## src/rtl/vga_sync_receiver_if.sv

```systemverilog
// Sync inputs and recovered timing outputs of the VGA loop-back receiver.
// master drives the syncs (timing generator side); slave is the receiver.
interface vga_sync_receiver_if;
    logic       h_sync;
    logic       v_sync;
    logic [9:0] x;
    logic [9:0] y;
    logic       de;
    logic       frame_start;
    logic       locked;
    logic       timing_err;
    logic [9:0] h_total_meas;
    logic [9:0] v_total_meas;

    modport master (
        output h_sync, v_sync,
        input  x, y, de, frame_start, locked, timing_err, h_total_meas, v_total_meas
    );

    modport slave (
        input  h_sync, v_sync,
        output x, y, de, frame_start, locked, timing_err, h_total_meas, v_total_meas
    );
endinterface

```

## src/rtl/vga_sync_receiver.sv

```systemverilog
// Recovers pixel coordinates and display-enable from h_sync/v_sync, measures
// line/frame length and tracks lock against the configured timing.
module vga_sync_receiver #(
    parameter int unsigned HRES          = 640,
    parameter int unsigned VRES          = 480,
    parameter int unsigned H_FRONT_PORCH = 16,
    parameter int unsigned H_SYNC        = 96,
    parameter int unsigned H_BACK_PORCH  = 48,
    parameter int unsigned V_FRONT_PORCH = 10,
    parameter int unsigned V_SYNC        = 2,
    parameter int unsigned V_BACK_PORCH  = 33,
    parameter int unsigned LOCK_FRAMES   = 2
) (
    input  logic               clk,
    input  logic               reset,
    vga_sync_receiver_if.slave vga
);
    localparam logic [9:0] H_TOTAL  = 10'(HRES + H_FRONT_PORCH + H_SYNC + H_BACK_PORCH);
    localparam logic [9:0] V_TOTAL  = 10'(VRES + V_FRONT_PORCH + V_SYNC + V_BACK_PORCH);
    localparam logic [9:0] HA0      = 10'(H_SYNC + H_BACK_PORCH);
    localparam logic [9:0] HA1      = 10'(H_SYNC + H_BACK_PORCH + HRES);
    localparam logic [9:0] VA0      = 10'(V_SYNC + V_BACK_PORCH);
    localparam logic [9:0] VA1      = 10'(V_SYNC + V_BACK_PORCH + VRES);
    localparam logic [3:0] LOCK_CNT = 4'(LOCK_FRAMES);
    localparam logic [9:0] CNT_MAX  = '1;

    typedef enum logic [1:0] {
        ST_UNLOCKED = 2'd0,
        ST_ACQUIRE  = 2'd1,
        ST_LOCKED   = 2'd2
    } state_t;

    logic       hs_s1, hs_s2, hs_prev;
    logic       vs_s1, vs_s2, vs_prev;
    logic       hs_fall, vs_fall;
    logic [9:0] h_cnt, v_cnt;
    logic [9:0] h_next, v_next;
    logic [9:0] h_total_meas, v_total_meas;
    logic       frame_start;
    logic       locked;
    logic       timing_err;
    logic       line_ok, frame_ok, timeout;
    logic       de;
    logic [3:0] good_cnt;
    logic [3:0] good_next;
    state_t     state;

    // Two-flop synchroniser plus a history flop for falling-edge detection.
    always_ff @(posedge clk or negedge reset) begin
        if (!reset) begin
            hs_s1   <= 1'b1;
            hs_s2   <= 1'b1;
            hs_prev <= 1'b1;
            vs_s1   <= 1'b1;
            vs_s2   <= 1'b1;
            vs_prev <= 1'b1;
        end else begin
            hs_s1   <= vga.h_sync;
            hs_s2   <= hs_s1;
            hs_prev <= hs_s2;
            vs_s1   <= vga.v_sync;
            vs_s2   <= vs_s1;
            vs_prev <= vs_s2;
        end
    end

    assign hs_fall   = hs_prev & ~hs_s2;
    assign vs_fall   = vs_prev & ~vs_s2;
    assign h_next    = h_cnt + 10'd1;
    assign v_next    = v_cnt + 10'd1;
    assign good_next = good_cnt + 4'd1;
    assign line_ok   = (h_next == H_TOTAL);
    assign frame_ok  = (v_next == V_TOTAL);
    assign timeout   = (h_cnt == CNT_MAX) || (v_cnt == CNT_MAX);

    always_ff @(posedge clk or negedge reset) begin
        if (!reset) begin
            h_cnt        <= '0;
            v_cnt        <= '0;
            h_total_meas <= '0;
            v_total_meas <= '0;
            frame_start  <= 1'b0;
        end else begin
            if (hs_fall) begin
                h_cnt        <= '0;
                h_total_meas <= h_next;
            end else if (h_cnt != CNT_MAX) begin
                h_cnt <= h_next;
            end

            // A partial line before the v_sync edge still counts as a line.
            if (vs_fall) begin
                v_cnt        <= '0;
                v_total_meas <= v_next;
            end else if (hs_fall && (v_cnt != CNT_MAX)) begin
                v_cnt <= v_next;
            end

            frame_start <= vs_fall;
        end
    end

    // Coincident h/v edges are the generator's normal frame start, so a
    // v_sync edge suppresses the line check for that cycle.
    always_ff @(posedge clk or negedge reset) begin
        if (!reset) begin
            state      <= ST_UNLOCKED;
            good_cnt   <= '0;
            locked     <= 1'b0;
            timing_err <= 1'b0;
        end else begin
            timing_err <= 1'b0;
            case (state)
                ST_UNLOCKED: begin
                    if (vs_fall) begin
                        good_cnt <= '0;
                        state    <= ST_ACQUIRE;
                    end
                end
                ST_ACQUIRE: begin
                    if (vs_fall) begin
                        if (frame_ok) begin
                            good_cnt <= good_next;
                            if (good_next == LOCK_CNT) begin
                                state  <= ST_LOCKED;
                                locked <= 1'b1;
                            end
                        end else begin
                            timing_err <= 1'b1;
                            good_cnt   <= '0;
                        end
                    end else if ((hs_fall && !line_ok) || timeout) begin
                        timing_err <= 1'b1;
                        state      <= ST_UNLOCKED;
                    end
                end
                ST_LOCKED: begin
                    if ((vs_fall && !frame_ok) ||
                        (!vs_fall && ((hs_fall && !line_ok) || timeout))) begin
                        timing_err <= 1'b1;
                        locked     <= 1'b0;
                        state      <= ST_UNLOCKED;
                    end
                end
                default: begin
                    locked <= 1'b0;
                    state  <= ST_UNLOCKED;
                end
            endcase
        end
    end

    always_comb begin
        de = locked && (h_cnt >= HA0) && (h_cnt < HA1) && (v_cnt >= VA0) && (v_cnt < VA1);
    end

    assign vga.x            = de ? (h_cnt - HA0) : '0;
    assign vga.y            = de ? (v_cnt - VA0) : '0;
    assign vga.de           = de;
    assign vga.frame_start  = frame_start;
    assign vga.locked       = locked;
    assign vga.timing_err   = timing_err;
    assign vga.h_total_meas = h_total_meas;
    assign vga.v_total_meas = v_total_meas;
endmodule

```

## src/flat_wrapper.sv

```systemverilog
// flat-port wrapper written by rule: the top's interface ports become plain ports
module vga_sync_receiver_flat 
#(
    parameter int unsigned HRES          = 640,
    parameter int unsigned VRES          = 480,
    parameter int unsigned H_FRONT_PORCH = 16,
    parameter int unsigned H_SYNC        = 96,
    parameter int unsigned H_BACK_PORCH  = 48,
    parameter int unsigned V_FRONT_PORCH = 10,
    parameter int unsigned V_SYNC        = 2,
    parameter int unsigned V_BACK_PORCH  = 33,
    parameter int unsigned LOCK_FRAMES   = 2
)
  (clk, reset, vga_h_sync, vga_v_sync, vga_x, vga_y, vga_de, vga_frame_start, vga_locked, vga_timing_err, vga_h_total_meas, vga_v_total_meas);
  vga_sync_receiver_if vga_i ();
  input  logic clk;
  input  logic reset;
  input wire logic [$bits(vga_i.h_sync)-1:0] vga_h_sync;
  input wire logic [$bits(vga_i.v_sync)-1:0] vga_v_sync;
  output wire logic [$bits(vga_i.x)-1:0] vga_x;
  output wire logic [$bits(vga_i.y)-1:0] vga_y;
  output wire logic [$bits(vga_i.de)-1:0] vga_de;
  output wire logic [$bits(vga_i.frame_start)-1:0] vga_frame_start;
  output wire logic [$bits(vga_i.locked)-1:0] vga_locked;
  output wire logic [$bits(vga_i.timing_err)-1:0] vga_timing_err;
  output wire logic [$bits(vga_i.h_total_meas)-1:0] vga_h_total_meas;
  output wire logic [$bits(vga_i.v_total_meas)-1:0] vga_v_total_meas;
  assign vga_i.h_sync = vga_h_sync;
  assign vga_i.v_sync = vga_v_sync;
  assign vga_x = vga_i.x;
  assign vga_y = vga_i.y;
  assign vga_de = vga_i.de;
  assign vga_frame_start = vga_i.frame_start;
  assign vga_locked = vga_i.locked;
  assign vga_timing_err = vga_i.timing_err;
  assign vga_h_total_meas = vga_i.h_total_meas;
  assign vga_v_total_meas = vga_i.v_total_meas;
  vga_sync_receiver #(.HRES(HRES), .VRES(VRES), .H_FRONT_PORCH(H_FRONT_PORCH), .H_SYNC(H_SYNC), .H_BACK_PORCH(H_BACK_PORCH), .V_FRONT_PORCH(V_FRONT_PORCH), .V_SYNC(V_SYNC), .V_BACK_PORCH(V_BACK_PORCH), .LOCK_FRAMES(LOCK_FRAMES)) u_core (.clk(clk), .reset(reset), .vga(vga_i));
endmodule
```

## config.mk

```make
export PLATFORM = sky130hd
export DESIGN_NAME = vga_sync_receiver_flat
export DESIGN_NICKNAME = d
export VERILOG_FILES = /design/src/rtl/vga_sync_receiver_if.sv /design/src/rtl/vga_sync_receiver.sv /design/src/flat_wrapper.sv
export SDC_FILE = /design/constraint.sdc
export NUM_CORES = 1
export LEC_CHECK = 0
export ABC_CLOCK_PERIOD_IN_PS = 2700
export CAP_MARGIN = 20
export CELL_PAD_IN_SITES_DETAIL_PLACEMENT = 1
export CELL_PAD_IN_SITES_GLOBAL_PLACEMENT = 2
export CORE_UTILIZATION = 30
export CTS_CLUSTER_DIAMETER = 40
export DETAILED_ROUTE_END_ITERATION = 10
export PLACE_DENSITY_LB_ADDON = 0.12
export REMOVE_ABC_BUFFERS = 1
export SLEW_MARGIN = 20
export SYNTH_ARGS = -nofsm -noshare
export SYNTH_HDL_FRONTEND = slang
export SYNTH_SLANG_ARGS = --single-unit
```

## constraint.sdc

```tcl
create_clock -name clk -period 2.7 [get_ports clk]
set_input_delay 0.54 -clock clk [delete_from_list [all_inputs] [get_ports clk]]
set_output_delay 0.54 -clock clk [all_outputs]
set_load 0.005 [all_outputs]
```

==> flow_summary_export.csv <==
group,metric,value,unit
status,outcome,"finished, violations left",
status,violations,"setup timing",
cells_and_area,final_net_count,456,
cells_and_area,diodes,0,
timing,fmax,357,MHz
timing,whs,0.0271,ns
yosys,ys.flop_type,"dfrtp_1",
power_and_ir_drop,p_leak,1.91,nW
die,ioPinCount,48,
clock_tree,root_buffer,"clkbuf_8",
global_routing,grt_util_all_layers,17.1,%
cells_and_area,final_cell_mix,"49 x nand2_1, 48 x dfrtp_1, 45 x buf_4",
clock_tree,numCtsBuffers,5,
die,fp-row-count,36,
yosys,ys_seq_elements,55,
clock_tree,clk_latency,0.32,ns
critical_path,crit_chain,"ha_4 -> nor4_4 -> nand4b_1 -> o21ai_1 -> nand4_1 -> buf_6 -> buf_6 -> buf_6 -> nor2_2 -> buf_2",
die,die_h,104,um
critical_path,critPathCaptureType,"primary output",
timing,max-slew-margin-rel,54.8,%
power_and_ir_drop,peakVddDrop,0.210,mV
global_routing,grt_pass1_wl,14800,um
critical_path,crit_required,2.16,ns
clock_tree,cts.path.max_buffers,2,
critical_path,path_class,"reg -> out",
run,cap_violations,0,
cells_and_area,final_common_cell,"nand2_1",
cells_and_area,multiInputGateArea,1720,um^2
cells_and_area,register_area,1390,um^2
timing,worst_pin_slew,0.678,ns
yosys,ys_async_sr_fraction,100,%
critical_path,crit_path_top_delay_cell,"dfrtp_1",
clock_tree,path_clk_slew,0.10,ns
timing,setup_viol,8,
global_routing,antenna_found_initial,0,
die,die_width,104,um
yosys,yosys.cell_types.count,52,
route,final_antenna_net_count,0,
timing,timing.final.crit_period,2.80,ns
route,num_vias,2772,
yosys,yosys_warnings,0,
clock_tree,htree_levels,2,
placement,io_buffers,47,
timing,final_max_slew_viol_count,0,
timing,timing.final.ws_setup,-0.104,ns
global_routing,grt_pass1_vias,2872,
critical_path,cp.arrival,2.26,ns
route,drc,0,
critical_path,crit_path_start_kind,"register",
route,avgViaCountPerCell,4.83,
timing,fin_tns_setup,-0.454,ns
timing,fin_crit_sh,104,%
critical_path,critPathTopFamily,"simple AND/OR/NAND/NOR gates",
cells_and_area,final_layout_size_suffix_gt1_share,28.3,%
yosys,syn_avg_cell_area,8.92,um^2
cells_and_area,fillCellCount,1181,
yosys,synth_cells,347,
timing,hold_viol_final,0,
route,drt_iter0_drc,74,
hold_path,hold_path.class,"in -> async",
timing,final.setup_skew,0.0151,ns
critical_path,cp_max_fo,4,
die,initial_core_util,31.2,%
power_and_ir_drop,power_density,490,nW/um^2
clock_tree,ctsHoldBuffers,0,
route,wirelength,8720,um
yosys,syn_area,3100,um^2
critical_path,cp_common_cell,"buf_6",
critical_path,cp_num_buf_inv,4,
die,coreArea,9910,um^2
clock_tree,cts_tree,"done",
global_routing,grt_max_degree,51,
route,wl_per_cell,15.2,um
global_routing,overflow,0,
critical_path,cpPeakStageDelay,0.43,ns
route,firstDrtPassIters,4,
timing,rsz0062_at_grt,"true",
die,dieArea,10700,um^2
clock_tree,cts.sinks,55,
placement,place.gp.congestion,0.800,
placement,place.detailed.hpwl,6380,um
cells_and_area,syn_to_final_growth,39.0,%
yosys,ys_seq_area_share,44.7,%
yosys,synth_edf_count,0,
## final cells by class
| type | count | share of cell area, % |
|---|---|---|
| clock buffer | 6 | 1.69 |
| clock inverter | 2 | 0.872 |
| inverter | 16 | 1.45 |
| multi-input combinational | 257 | 39.9 |
| sequential | 55 | 32.2 |
| tap | 133 | 3.87 |
| timing repair buffer | 105 | 20.0 |
## cell usage after synthesis, drive strengths merged (2+ instances only)
cell	instances	area, um^2
a21boi	2	18.8
a21oi	15	86.3
and2	4	25.0
and3	2	12.5
buf	7	33.8
clkbuf	12	45.0
dfrtp	49	1230
dfstp	6	158
ha	12	150
inv	16	60.1
nand2	49	184
nand2b	5	31.3
nand3	12	65.1
nand3b	2	15.0
nand4	5	31.3
nor2	40	153
nor2b	2	12.5
nor3	7	40.0
nor4	5	31.3
nor4b	2	17.5
o21ai	31	155
o31a	3	26.3
or3	4	25.0
xnor2	24	210
xor2	12	105
## sequential cells by signal, indices dropped and copies added, names as in the netlist
signal                   cells
u_core.vs_s2                 1
u_core.v_cnt                10
u_core.vs_prev               1
u_core.vga.timing_err        1
u_core.hs_s1                 1
u_core.vga.v_total_meas     10
u_core.vga.locked            1
u_core.state                 2
u_core.good_cnt              4
u_core.hs_s2                 1
u_core.vs_s1                 1
u_core.vga.h_total_meas     10
u_core.h_cnt                10
u_core.vga.frame_start       1
u_core.hs_prev               1
## what timing repair did
action | 4_1_cts | 5_1_grt
resized for setup | 107 | 21
cloned | 0 | 0
setup buffers | 9 | 3
hold endpoints to repair | 0 | 0
pin swaps | 15 | 6
endpoints found under the setup margin | 21 | 22
## logic make-up (layout without fill, tap and decap cells)
kind of cell | Yosys count | count (layout) | share of synthesized area (%)
AOI/OAI and AO/OA | 64 | 64 | 12.9
xor gates and xnor gates | 36 | 36 | 10.2
and+or+nand+nor | 144 | 144 | 22.4
DFF | 55 | 55 | 44.7
muxes | 1 | 1 | 0.485
buffers and inverters | 35 | 129 | 4.48
adders and majority gates | 12 | 12 | 4.85
## stage by stage
step	cells	setup slack (ns)	util (%)	cell area [um^2]	power [mW]
6_report	574	-0.104	43.4	4310	2.11
5_1_grt	574	-0.249	43.4	4310	2.22
4_1_cts	572	-0.130	42.5	4210	2.12
3_5_place_dp	555	-0.172	40.4	4000	1.54
3_3_place_gp	555	0.0362	40.4	4000	1.53
2_1_floorplan	328	0.0513	-	3020	1.25
## report_power, final
| group | switching (mW) | internal [mW] |
|---|---|---|
| sequential | 0.0510 | 0.906 |
| clock | 0.289 | 0.278 |
| combinational | 0.302 | 0.282 |
| total | 0.642 | 1.47 |
## metal layers
layer	up-vias	track usage (%)	routed length, um
li1	1351	-	-
met2	37	29.4	4150
met5	-	0	0
met4	0	3.73	71
met3	5	2.77	242
met1	1379	22.6	4260
## worst paths after layout
check / from / to / slack (ns) / cells after the start
max reg2reg: u_core.h_cnt[0]$_DFFE_PN0P_ / u_core.state[0]$_DFFE_PN0P_ / 0.18 / 9
min reg2reg: u_core.vs_s1$_DFF_PN1_ / u_core.vs_s2$_DFF_PN1_ / 0.36 / 0
min in group clk: u_core.vs_s1$_DFF_PN1_ / u_core.vs_s2$_DFF_PN1_ / 0.36 / 0
max: u_core.v_cnt[0]$_DFFE_PN0P_ / vga_y[1] / -0.10 / 10
min: reset / u_core.vga.v_total_meas[6]$_DFFE_PN0P_ / 0.03 / 1
max in group asynchronous: reset / u_core.v_cnt[4]$_DFFE_PN0P_ / 1.76 / 2
Note: power is estimated with default switching activity, not from simulation.
